===== src/rtl/vga_timing_pkg.sv =====
// Shared timing constants, coordinate type and FSM state for the 640x480 VGA
// sync generator.
package vga_timing_pkg;

  localparam int unsigned H_ACTIVE_DEF = 640;
  localparam int unsigned H_FP_DEF     = 16;
  localparam int unsigned H_SYNC_DEF   = 96;
  localparam int unsigned H_BP_DEF     = 48;
  localparam int unsigned V_ACTIVE_DEF = 480;
  localparam int unsigned V_FP_DEF     = 10;
  localparam int unsigned V_SYNC_DEF   = 2;
  localparam int unsigned V_BP_DEF     = 33;

  localparam int unsigned H_TOTAL_DEF = H_ACTIVE_DEF + H_FP_DEF + H_SYNC_DEF + H_BP_DEF;
  localparam int unsigned V_TOTAL_DEF = V_ACTIVE_DEF + V_FP_DEF + V_SYNC_DEF + V_BP_DEF;

  localparam int unsigned COORD_W   = 10;
  localparam int unsigned COORD_MAX = 1 << COORD_W;

  typedef logic [COORD_W-1:0] coord_t;

  typedef enum logic {
    HOLD = 1'b0,
    RUN  = 1'b1
  } state_e;

endpackage


===== src/rtl/vga_sync_gen_if.sv =====
// Display-side timing bundle: sync pulses, blanking and pixel coordinates.
interface vga_sync_gen_if;
  import vga_timing_pkg::*;

  logic   hsync;
  logic   vsync;
  logic   video_on;
  coord_t pixel_x;
  coord_t pixel_y;
  logic   frame_start;
  logic   line_end;

  modport master (
    output hsync, vsync, video_on, pixel_x, pixel_y, frame_start, line_end
  );

  modport slave (
    input hsync, vsync, video_on, pixel_x, pixel_y, frame_start, line_end
  );

endinterface


===== src/rtl/vga_sync_gen_wrap_counter.sv =====
// Modulo-N counter with enable and synchronous clear; exposes its next value so
// downstream decode can be registered in the same stage as the count.
module wrap_counter #(
  parameter int unsigned N     = 800,
  parameter int unsigned WIDTH = 10
) (
  input  logic             clk,
  input  logic             rst_n,
  input  logic             en_i,
  input  logic             clr_i,
  output logic [WIDTH-1:0] count_o,
  output logic [WIDTH-1:0] count_d_o,
  output logic             wrap_o
);

  localparam logic [WIDTH-1:0] LAST = WIDTH'(N - 1);

  logic [WIDTH-1:0] count_q;
  logic [WIDTH-1:0] count_d;

  // High on the enabled cycle whose edge takes the count back to zero.
  assign wrap_o = en_i && (count_q == LAST);

  always_comb begin
    // NOTE: every always_comb output gets a default first so no path infers a latch.
    count_d = count_q;
    if (clr_i) begin
      count_d = '0;
    end else if (wrap_o) begin
      count_d = '0;
    end else if (en_i) begin
      count_d = count_q + WIDTH'(1);
    end
  end

  always_ff @(posedge clk) begin
    // NOTE: sequential state uses non-blocking assignment so all registers update together.
    if (!rst_n) begin
      count_q <= '0;
    end else begin
      count_q <= count_d;
    end
  end

  assign count_o   = count_q;
  assign count_d_o = count_d;

endmodule


===== src/rtl/vga_sync_gen.sv =====
// VGA timing generator: pixel/line counters plus registered sync, blank and
// pulse outputs decoded from the next counter state so everything stays aligned.
module vga_sync_gen
  import vga_timing_pkg::*;
#(
  parameter int unsigned H_ACTIVE = H_ACTIVE_DEF,
  parameter int unsigned H_FP     = H_FP_DEF,
  parameter int unsigned H_SYNC   = H_SYNC_DEF,
  parameter int unsigned H_BP     = H_BP_DEF,
  parameter int unsigned V_ACTIVE = V_ACTIVE_DEF,
  parameter int unsigned V_FP     = V_FP_DEF,
  parameter int unsigned V_SYNC   = V_SYNC_DEF,
  parameter int unsigned V_BP     = V_BP_DEF
) (
  input  logic            clk_d,
  input  logic            rst_n,
  vga_sync_gen_if.master  vga
);

  localparam int unsigned H_TOTAL = H_ACTIVE + H_FP + H_SYNC + H_BP;
  localparam int unsigned V_TOTAL = V_ACTIVE + V_FP + V_SYNC + V_BP;

  generate
    if ((H_TOTAL > COORD_MAX) || (V_TOTAL > COORD_MAX)) begin : g_bad_totals
      $error("vga_sync_gen: H_TOTAL and V_TOTAL must not exceed 1024");
    end
  endgenerate

  localparam coord_t H_VIS    = coord_t'(H_ACTIVE);
  localparam coord_t HS_START = coord_t'(H_ACTIVE + H_FP);
  localparam coord_t HS_END   = coord_t'(H_ACTIVE + H_FP + H_SYNC);
  localparam coord_t H_LAST   = coord_t'(H_TOTAL - 1);
  localparam coord_t V_VIS    = coord_t'(V_ACTIVE);
  localparam coord_t VS_START = coord_t'(V_ACTIVE + V_FP);
  localparam coord_t VS_END   = coord_t'(V_ACTIVE + V_FP + V_SYNC);

  state_e state_q;
  logic   cnt_en;
  logic   cnt_clr;
  coord_t x_q, x_d;
  coord_t y_q, y_d;
  logic   h_wrap;
  logic   v_wrap;

  assign cnt_en  = (state_q == RUN);
  assign cnt_clr = (state_q == HOLD);

  wrap_counter #(.N(H_TOTAL), .WIDTH(COORD_W)) u_h_cnt (
    .clk       (clk_d),
    .rst_n     (rst_n),
    .en_i      (cnt_en),
    .clr_i     (cnt_clr),
    .count_o   (x_q),
    .count_d_o (x_d),
    .wrap_o    (h_wrap)
  );

  wrap_counter #(.N(V_TOTAL), .WIDTH(COORD_W)) u_v_cnt (
    .clk       (clk_d),
    .rst_n     (rst_n),
    .en_i      (h_wrap),
    .clr_i     (cnt_clr),
    .count_o   (y_q),
    .count_d_o (y_d),
    .wrap_o    (v_wrap)
  );

  // A frame only ends on the last pixel of the last line.
  a_frame_wrap_on_line_wrap : assert property (
    @(posedge clk_d) disable iff (!rst_n) v_wrap |-> h_wrap
  );

  logic hsync_d, vsync_d, video_on_d, frame_start_d, line_end_d;
  logic hsync_q, vsync_q, video_on_q, frame_start_q, line_end_q;

  always_comb begin
    hsync_d       = !((x_d >= HS_START) && (x_d < HS_END));
    vsync_d       = !((y_d >= VS_START) && (y_d < VS_END));
    video_on_d    = (x_d < H_VIS) && (y_d < V_VIS);
    frame_start_d = (x_d == '0) && (y_d == '0);
    line_end_d    = (x_d == H_LAST);
  end

  // HOLD lasts one clock after reset release; the counters sit at (0,0) meanwhile.
  always_ff @(posedge clk_d) begin
    if (!rst_n) begin
      state_q       <= HOLD;
      hsync_q       <= 1'b1;
      vsync_q       <= 1'b1;
      video_on_q    <= 1'b0;
      frame_start_q <= 1'b0;
      line_end_q    <= 1'b0;
    end else begin
      state_q       <= RUN;
      hsync_q       <= hsync_d;
      vsync_q       <= vsync_d;
      video_on_q    <= video_on_d;
      frame_start_q <= frame_start_d;
      line_end_q    <= line_end_d;
    end
  end

  assign vga.hsync       = hsync_q;
  assign vga.vsync       = vsync_q;
  assign vga.video_on    = video_on_q;
  assign vga.pixel_x     = x_q;
  assign vga.pixel_y     = y_q;
  assign vga.frame_start = frame_start_q;
  assign vga.line_end    = line_end_q;

endmodule


===== src/flat_wrapper.sv =====
// flat-port wrapper written by rule: the top's interface ports become plain ports
module vga_sync_gen_flat import vga_timing_pkg::*;
#(
  parameter int unsigned H_ACTIVE = H_ACTIVE_DEF,
  parameter int unsigned H_FP     = H_FP_DEF,
  parameter int unsigned H_SYNC   = H_SYNC_DEF,
  parameter int unsigned H_BP     = H_BP_DEF,
  parameter int unsigned V_ACTIVE = V_ACTIVE_DEF,
  parameter int unsigned V_FP     = V_FP_DEF,
  parameter int unsigned V_SYNC   = V_SYNC_DEF,
  parameter int unsigned V_BP     = V_BP_DEF
)
  (clk_d, rst_n, vga_hsync, vga_vsync, vga_video_on, vga_pixel_x, vga_pixel_y, vga_frame_start, vga_line_end);
  vga_sync_gen_if vga_i ();
  input  logic clk_d;
  input  logic rst_n;
  output wire logic [$bits(vga_i.hsync)-1:0] vga_hsync;
  output wire logic [$bits(vga_i.vsync)-1:0] vga_vsync;
  output wire logic [$bits(vga_i.video_on)-1:0] vga_video_on;
  output wire logic [$bits(vga_i.pixel_x)-1:0] vga_pixel_x;
  output wire logic [$bits(vga_i.pixel_y)-1:0] vga_pixel_y;
  output wire logic [$bits(vga_i.frame_start)-1:0] vga_frame_start;
  output wire logic [$bits(vga_i.line_end)-1:0] vga_line_end;
  assign vga_hsync = vga_i.hsync;
  assign vga_vsync = vga_i.vsync;
  assign vga_video_on = vga_i.video_on;
  assign vga_pixel_x = vga_i.pixel_x;
  assign vga_pixel_y = vga_i.pixel_y;
  assign vga_frame_start = vga_i.frame_start;
  assign vga_line_end = vga_i.line_end;
  vga_sync_gen #(.H_ACTIVE(H_ACTIVE), .H_FP(H_FP), .H_SYNC(H_SYNC), .H_BP(H_BP), .V_ACTIVE(V_ACTIVE), .V_FP(V_FP), .V_SYNC(V_SYNC), .V_BP(V_BP)) u_core (.clk_d(clk_d), .rst_n(rst_n), .vga(vga_i));
endmodule

===== config.mk =====
export PLATFORM = sky130hd
export DESIGN_NAME = vga_sync_gen_flat
export DESIGN_NICKNAME = d
export VERILOG_FILES = /design/src/rtl/vga_timing_pkg.sv /design/src/rtl/vga_sync_gen_if.sv /design/src/rtl/vga_sync_gen_wrap_counter.sv /design/src/rtl/vga_sync_gen.sv /design/src/flat_wrapper.sv
export SDC_FILE = /design/constraint.sdc
export NUM_CORES = 1
export LEC_CHECK = 0
export CORE_MARGIN = 8
export CORE_UTILIZATION = 55
export CTS_CLUSTER_SIZE = 24
export DETAILED_ROUTE_END_ITERATION = 8
export GPL_ROUTABILITY_DRIVEN = 0
export PLACE_DENSITY_LB_ADDON = 0.3
export SYNTH_ARGS = -nofsm -noshare
export SYNTH_HDL_FRONTEND = slang
export SYNTH_SLANG_ARGS = --single-unit

===== constraint.sdc =====
create_clock -name clk_d -period 4.7 [get_ports clk_d]
set_clock_uncertainty 0.1 [all_clocks]
set_input_delay 1.175 -clock clk_d [delete_from_list [all_inputs] [get_ports clk_d]]
set_output_delay 1.175 -clock clk_d [all_outputs]
set_load 0.01 [all_outputs]

### Word-level counts from Yosys, hierarchy flattened

Cells that the tools add are included.

* add/sub/neg operators: 2
* multipliers: 0
* divide/modulo/power cells: 0
* magnitude comparators: 6
* equal/unequal tests: 3
* shifts and indexed selects: 0
* mux-type cells: 6
* bitwise operators: 0
* reductions and logical operators: 10

Operators with widths (count)
* 10-bit 2-to-1 mux: 5
* 10-bit == test, second input constant: 3
* 10-bit by 1-bit adder with 10-bit output, second input constant: 2
* 10-bit zero test: 2
* 10-bit < comparator, second input constant: 2
* 10-bit by 9-bit < comparator with 1-bit output, second input constant: 2
* 10-bit >= comparator, second input constant: 1
* 10-bit by 9-bit >= comparator with 1-bit output, second input constant: 1
* 1-bit logical AND: 6
* 1-bit zero test: 2
* 1-bit 2-to-1 mux: 1

* bits in registers: 26
* bits in latches: 0
* RAM bits: 0
* memory bits (read-only): 0
* input bits: 2
* output and inout port bits: 25
* logic and storage cells: 35
* memories kept: 0

### Depth between registers and ports, before layout

Gate-level depths: netlist of run 1.

* depth after elaboration: 8
* gate-level depth with buffers: 8
* gate-level depth less buffers: 8

### Cells and area by module

Synthesis of run 1 repeated with hierarchy kept, for this count alone.

* cells, all modules: 159
* area, all modules: 1406.3 um2

Modules (own cells, without submodules)
* wrap_counter (u_core.u_h_cnt): instances 1, cells each 65, area each 583.1 um2, seq. area each 200.2 um2
* wrap_counter (u_core.u_v_cnt): instances 1, cells each 65, area each 565.5 um2, seq. area each 200.2 um2
* vga_sync_gen: instances 1, cells each 29, area each 257.7 um2, seq. area each 120.1 um2

### Worst setup path before layout of run 1

Ideal clock, no wire load.

* path type: flip-flop to flip-flop
* from: register u_core.u_h_cnt.count_q[0] (netlist: u_core.u_h_cnt.count_o[0])
* to: register u_core.frame_start_q (netlist: u_core.vga.frame_start)
* library setup time: 0.088 ns
* data arrival time: 2.086 ns
* data required time: 4.512 ns
* path slack: 2.426 ns
* cell stages (with the launch flop): 8
* path buffers: 0
* clock period less this slack: 2.274 ns
* cell sequence: dfxtp_1 > ha_1 > and4_1 > and4_1 > mux2_1 > o22ai_1 > a41oi_1 > nor4_2

* word-level cells in the longest chain between the ends: 7
* elaborated cells on any way between the ends: 12
* classes of those cells: 1 x add/sub; 1 x eq/ne; 5 x mux; 5 x reduce/logical

Ends and longest elaborated chain
* start: declaration: RTL line vga_sync_gen_wrap_counter.sv:18 `logic [WIDTH-1:0] count_q;`
* start signal: assignment: RTL line vga_sync_gen_wrap_counter.sv:41 `count_q <= count_d;`
* branches (longest 6 deep; another with 10-bit by 1-bit adder with 10-bit output)
* 1-bit logical AND *: RTL line vga_sync_gen.sv:80 `frame_start_d = (x_d == '0) && (y_d == '0);`
* end signal: assignment: RTL line vga_sync_gen.sv:98 `frame_start_q <= frame_start_d;`
* end: declaration: RTL line vga_sync_gen.sv:74 `logic hsync_q, vsync_q, video_on_q, frame_start_q, line_end_q;`

Mark *: on every way between the ends.
A chain may end at the register's enable or synchronous reset.

### Worst setup path in the final report of run 1

* from: register u_core.u_h_cnt.count_q[2] (netlist: u_core.u_h_cnt.count_o[2])
* to: output port vga_pixel_x[2]

RTL lines
* end: declaration: RTL line flat_wrapper.sv:20 `output wire logic [$bits(vga_i.pixel_x)-1:0] vga_pixel_x;`

No word-level cell between the ends.

==> results of run 1 <==
## worst max-delay path by stage
stage	end	depth (start not counted)	slack, ns
floorplan	u_core.vga.frame_start$_SDFF_PN0_	7	2.43
global placement	u_core.vga.hsync$_SDFF_PN1_	3	2.04
global route	u_core.vga.video_on$_SDFF_PN0_	7	1.84
CTS	vga_pixel_x[3]	1	1.92
finish	vga_pixel_x[2]	1	1.92
detailed placement	u_core.vga.hsync$_SDFF_PN1_	3	1.99
## power by group through the flow
stage	clock [uW]	sequential, uW	combinational (uW)
after floorplan	0	230	10.4
after global placement	0	230	17.1
after detailed placement	0	230	17.3
after CTS	157	226	17.7
after global routing	166	226	20.1
final	153	226	17.7
## final cells by class
cell class / instances / share of cell area
inverter: 9 / 0.0192
clock buffer: 3 / 0.0128
tap: 30 / 0.0213
sequential: 26 / 0.296
clock inverter: 1 / 0.0171
multi-input combinational: 132 / 0.486
timing repair buffer: 26 / 0.148
## cell families after synthesis
kind of cell / Yosys count
buf+inv: 15
flops: 26
compound gates: 23
simple gates: 88
fa+ha+maj: 3
xor+xnor: 16
mux: 2
## routing by layer
metal  vias up  GRT usage  part of all wire
li1        663          -                 -
met1       649      0.196              0.41
met2        47      0.295              0.50
met3         8     0.0348             0.065
met4         0      0.104             0.022
met5         -          0                 0
## stage by stage
stage / power (uW) / util / setup WS [ns] / area (um^2)
floorplan: 241 / - / 2.43 / 1440
global placement: 247 / 0.689 / 2.04 / 1710
detailed placement: 248 / 0.689 / 1.99 / 1710
CTS: 400 / 0.711 / 1.92 / 1760
global route: 413 / 0.711 / 1.84 / 1760
finish: 397 / 0.711 / 1.92 / 1760
## registers in the layout (all words and copies together), names as in the netlist
name and flops:
u_core.u_h_cnt.count_o 10, u_core.u_v_cnt.count_o 10, u_core.cnt_en 1, u_core.vga.frame_start 1, u_core.vga.hsync 1, u_core.vga.line_end 1, u_core.vga.video_on 1, u_core.vga.vsync 1
## cells in the final DEF, fill, tap and decap left out, types with 2 or more instances in the layout
cell | synthesis | final
clkdlybuf4s50_1 | 0 | 26
dfxtp_1 | 26 | 26
nor2_1 | 23 | 23
nand2_1 | 17 | 17
nand3_1 | 11 | 11
inv_1 | 9 | 9
xnor2_1 | 9 | 9
xor2_1 | 7 | 7
nor3_1 | 5 | 5
nor4_1 | 4 | 4
nand4_1 | 4 | 4
a21oi_1 | 4 | 4
and3_1 | 4 | 4
and4_1 | 3 | 3
o31ai_1 | 3 | 3
and2_1 | 3 | 3
ha_1 | 3 | 3
clkbuf_4 | 0 | 3
nand3_4 | 2 | 2
a31oi_1 | 2 | 2
o21ai_0 | 2 | 2
or3_1 | 2 | 2
o22ai_1 | 2 | 2
nor4_2 | 2 | 2
a41oi_1 | 2 | 2
o21a_1 | 2 | 2
==> metrics.md, run 1 <==
| Metric | Value |
|---|---|
| CP peak stage delay | `just over 0.6 ns` |
| P&R area growth vs syn | `22.0%` |
| Depth of the most critical reg-to-reg path | `7` |
| Fin Hold WS | `between 0.4 and 0.5 ns` |
| Async SR Flop Fraction | `0` |
| H-tree depth | `1` |
| Die width | `67.2 um` |
| Largest net degree at the start of global routing | `16` |
| Total GRT Usage | `0.173` |
| Sw Pwr | `roughly 80 uW` |
| Peak supply drop | `0.219 mV` |
| Hpwl dp | `2.73 mm` |
| Antenna Nets Post-Route | `0` |
| Post-CTS resize count | `0` |
| Mean Syn Cell Area | `8.34 um^2` |
| CTS Buffer Depth | `2` |
| Min-Delay Path Class | `reg -> reg` |
| Worst-Margin Slew | `around 0.46 ns` |
| # diodes | `0` |
| RSZ-0062 raised after global routing | `false` |
| Final setup fails | `0` |
| Crit-path max FO | `9` |
| Layout Cells excl Fill | `~230` |
| Tmin final | `2.78 ns` |
| Total gr overflow | `0` |
| Setup bufs post-CTS | `0` |
| Gate power share | `0.045` |
| Synth top area share | `0.361` |
| Biggest area consumer among synthesized cells | `dfxtp_1` |
| Clock Pin Slew Worst Setup and Hold Paths | `around 0.13 ns` |
| Worst hold start | `u_core.u_h_cnt.count_o[0]$_SDFF_PN0_` |
| Total CTS buffers | `3` |
| CP cell instances | `clkdlybuf4s50_1` |
| Multi-input logic area | `856 um^2` |
| Worst slew margin | `0.696` |
| TNS Setup | `0 ns` |
| EDFF count, synth | `0` |
| Status | `completed` |
| Yosys Warn Count | `0` |
| Cell area after synthesis | `1440 um^2` |
| TritonCTS clock tree | `done` |
| Rows | `18` |
| Compound-Gate Fraction of Synth Area | `0.111` |
| Startpoint Class | `flop` |
| CP endpoint kind | `output port` |
| Post-synth top flop | `dfxtp_1` |
| Initial DRT Pass Iterations | `4` |
| Post-synthesis mux area share | `0.0147` |
| Synth Register Bits | `26` |
| Clock Latency Late Sink | `0.33 ns` |
| Capture point of the worst reg-to-reg path | `u_core.vga.video_on$_SDFF_PN0_` |
| Net Sw Frac | `0.202` |
| Max Fclk | `between 300 and 400 MHz` |
| Clock sink count | `26` |
| Crit path max-delay cell type | `clkdlybuf4s50_1` |
| Net Count, Synth | `178` |
| Leakage power | `just over 0.0006 uW` |
| Vias | `1,367` |
| First-pass GRT wire length | `6.22 mm` |
| Core footprint | `~2500 um^2` |
| Clock tree root driver cell | `clkbuf_4` |
| Synth cell count leaders | `26 x dfxtp_1, 23 x nor2_1, 17 x nand2_1` |
| NumNets Final | `between 200 and 250` |
| Largest family of logic cells by synthesized area | `simple AND/OR/NAND/NOR gates` |
| Pint | `~320 uW` |
| Top-count cell post-synth | `dfxtp_1` |
| Synth cell types | `43` |
| Synth Area in XOR/XNOR | `0.0971` |
| Via-to-Cell Ratio | `about 6` |
| Sequential power share | `0.569` |
| Vias in the first global route | `1,391` |
| Routed WL per cell | `~16 um` |
| PwrDens | `225 nW/um^2` |
| Post-CTS Hold Buffers | `0` |
| Worst Hold Path Cells | `1` |
| Die Y-Extent | `67.2 um` |
| Initial antenna violation count | `0` |
| Crit Reg-Reg Startpoint | `u_core.u_h_cnt.count_o[0]$_SDFF_PN0_` |
| Initial cell density of the core | `0.582` |
| DRT iter0 DRCs | `112` |
| Cell count after synthesis | `173` |
| Fillers | `207` |
| Final hold vios | `0` |
| Required time of the critical path | `3.42 ns` |
| Share of post-route cells with drive strength above 1 | `0.0508` |
| PortBufs | `26` |
| Final wirelength | `3.61 mm` |
| Post-synthesis simple-gate area fraction | `0.344` |
| Clk pwr share | `0.387` |
| DP Cell Count | `223` |
| Worst Path Arrival | `about 1.5 ns` |
| Die ar. | `4520 um^2` |
| Buf+Inv Stages, Crit Path | `1` |
| DRC viols | `0` |
| Max cap viols | `0` |
| Crit-path leading delay family | `buffers and inverters` |
| Number of top-level pins | `27` |
| Max Slew Vio Count | `0` |
| Crit path kind | `reg -> out` |
| Hold Crit Endpoint | `u_core.u_h_cnt.count_o[0]$_SDFF_PN0_` |
| Setup crit start | `u_core.u_h_cnt.count_o[2]$_SDFF_PN0_` |
| Final worst path period share | `0.592` |
| Storage element area | `520 um^2` |
| Adder-cell share of the synthesized area | `0.0260` |
| R2r setup slk | `2.15 ns` |
| Largest cells by area after synthesis | `dfxtp_1 36%, nor2_1 6.0%, xnor2_1 5.5%` |
| Post-synthesis sequential area ratio | `0.361` |
(Power assumes the default switching activity.)
==> run 2, diff against run 1 <==
CORE_UTILIZATION = 46   (was 55)
clock period = 2.5 ns   (was 4.7 ns; I/O delays follow)
==> run 2 against run 1 <==
  * Global-route usage decreased by 2.8 points
  * Final cell count up 8.4%
  * Sequential power rose by 87%
  * Clock power rose by 93%
  * Clock-buffer cell count unchanged
  * Non-clock buffer count is 5 higher
  * Register-to-register slack got worse by 2.0 ns
  * Sequential cell count unchanged
  * Die area grew 15%
  * Setup slack got worse by 1.8 ns
  * Critical endpoint is now u_core.vga.frame_start$_SDFF_PN0_
  * Largest power group unchanged
==> metrics.md, run 2 (synthesis gave the netlist of run 1 again) <==
| Metric | Value |
|---|---|
| TritonCTS clock tree | `done` |
| Total GRT Usage | `0.145` |
| Die ar. | `5180 um^2` |
| Status | `completed` |
| CTS Buffer Depth | `2` |
| Die Y-Extent | `72 um` |
| Min-Delay Path Class | `reg -> reg` |
| Max Fclk | `about 430 MHz` |
| Share of post-route cells with drive strength above 1 | `0.0743` |
| Max cap viols | `0` |
| Fin Hold WS | `between 0.4 and 0.5 ns` |
| Total gr overflow | `0` |
| H-tree depth | `1` |
| Storage element area | `520 um^2` |
| DRC viols | `0` |
| Final hold vios | `0` |
| Vias | `around 1,400` |
| First-pass GRT wire length | `6.16 mm` |
| Core footprint | `between 3000 and 4000 um^2` |
| Clock sink count | `26` |
| Clock Latency Late Sink | `approximately 0.33 ns` |
| PortBufs | `26` |
| Crit-path max FO | `6` |
| Worst Path Arrival | `2.50 ns` |
| Vias in the first global route | `1,282` |
| Met3 wire length | `between 200 and 250 um` |
| Worst slew margin | `0.713` |
| Crit path kind | `reg -> reg` |
| Final worst path period share | `0.939` |
| Startpoint Class | `flop` |
| Initial DRT Pass Iterations | `4` |
| RSZ-0062 raised after global routing | `false` |
| Final wirelength | `3.65 mm` |
| Clock Pin Slew Worst Setup and Hold Paths | `0.15 ns` |
| PwrDens | `418 nW/um^2` |
| Fillers | `~290` |
| Die width | `72 um` |
| Final core utilization | `0.600` |
| NumNets Final | `208` |
| Clock tree root driver cell | `clkbuf_4` |
| Peak supply drop | `roughly 0.27 mV` |
| Via-to-Cell Ratio | `about 5.6` |
| DRT iter0 DRCs | `119` |
| Met2 wire length | `1.76 mm` |
| Hpwl dp | `2.81 mm` |
| Leakage power | `0.000637 uW` |
| Required time of the critical path | `2.66 ns` |
| CP endpoint kind | `flop` |
| Post-CTS resize count | `0` |
| Initial antenna violation count | `0` |
| Worst-Margin Slew | `around 0.43 ns` |
| Met1 wire length | `1.64 mm` |
| TNS Setup | `0 ns` |
| Initial cell density of the core | `0.476` |
| Setup bufs post-CTS | `0` |
| # diodes | `0` |
| Post-CTS Hold Buffers | `0` |
| Rows | `20` |
| Max Slew Vio Count | `0` |
| Total CTS buffers | `3` |
| Multi-input logic area | `856 um^2` |
| Total power | `about 760 uW` |
| P&R area growth vs syn | `25.8%` |
| Tmin final | `2.35 ns` |
| Post-place setup slack | `0.182 ns` |
| Final setup fails | `0` |
| Routed WL per cell | `14.8 um` |
| Post-route setup slack | `0.152 ns` |
| Antenna Nets Post-Route | `0` |
| Max layer used | `met4` |
| Number of top-level pins | `27` |
| Commonest cells after routing, fill and taps aside | `26 x clkdlybuf4s50_1, 26 x dfxtp_1, 23 x nor2_1, 17 x nand2_1, 11 x nand3_1` |
| Largest net degree at the start of global routing | `16` |
-- run 2: cell count changes in the layout (fill, tap and decap cells not counted) --
| cell | delta |
|---|---|
| buf_4 | +5 |
-- run 2: path summary, 6_finish.rpt --
check                                                           from  cells past startpoint                              endpoint  slack (ns)
worst max register to register  u_core.u_h_cnt.count_o[0]$_SDFF_PN0_                      7     u_core.vga.frame_start$_SDFF_PN0_        0.15
worst max-delay path            u_core.u_h_cnt.count_o[0]$_SDFF_PN0_                      7     u_core.vga.frame_start$_SDFF_PN0_        0.15
worst min register to register  u_core.u_v_cnt.count_o[1]$_SDFF_PN0_                      2  u_core.u_v_cnt.count_o[1]$_SDFF_PN0_        0.46
worst min-delay path            u_core.u_v_cnt.count_o[1]$_SDFF_PN0_                      2  u_core.u_v_cnt.count_o[1]$_SDFF_PN0_        0.46
-- run 2: power by group --
part | switching, uW | internal [uW] | leakage, uW
registers | 3.55 | 419 | 0.000211
clock network | 134 | 162 | 0.0000279
logic | 22.5 | 17.9 | 0.000399
total | 160 | 599 | 0.000637
-- run 2: layout make-up --
| class | count | area share |
|---|---|---|
| inverters | 9 | 0.0186 |
| multi-input cells | 132 | 0.471 |
| repair buffers | 31 | 0.164 |
| well taps | 44 | 0.0303 |
| flip-flops and latches | 26 | 0.287 |
| clock inverters | 1 | 0.0165 |
| clock buffers | 3 | 0.0124 |
-- run 2: metrics by stage --
step	instance area [um^2]	cells
after floorplan	1440	173
after global placement	1760	242
after detailed placement	1760	242
after CTS	1820	246
after global routing	1820	246
final	1820	246
-- run 2: per-layer routing --
| layer | track usage | vias to the layer above |
|---|---|---|
| met5 | 0 | - |
| met4 | 0.0499 | 0 |
| met3 | 0.0358 | 4 |
| met2 | 0.248 | 39 |
| met1 | 0.172 | 659 |
| li1 | - | 678 |
-- run 2: critical path: stages, from the launching register on --
cell	delay (ns)
dfxtp_1	0.37
ha_1	0.27
and4_1	0.34
and4_1	0.27
mux2_1	0.33
o22ai_1	0.14
a41oi_1	0.16
nor4_2	0.28
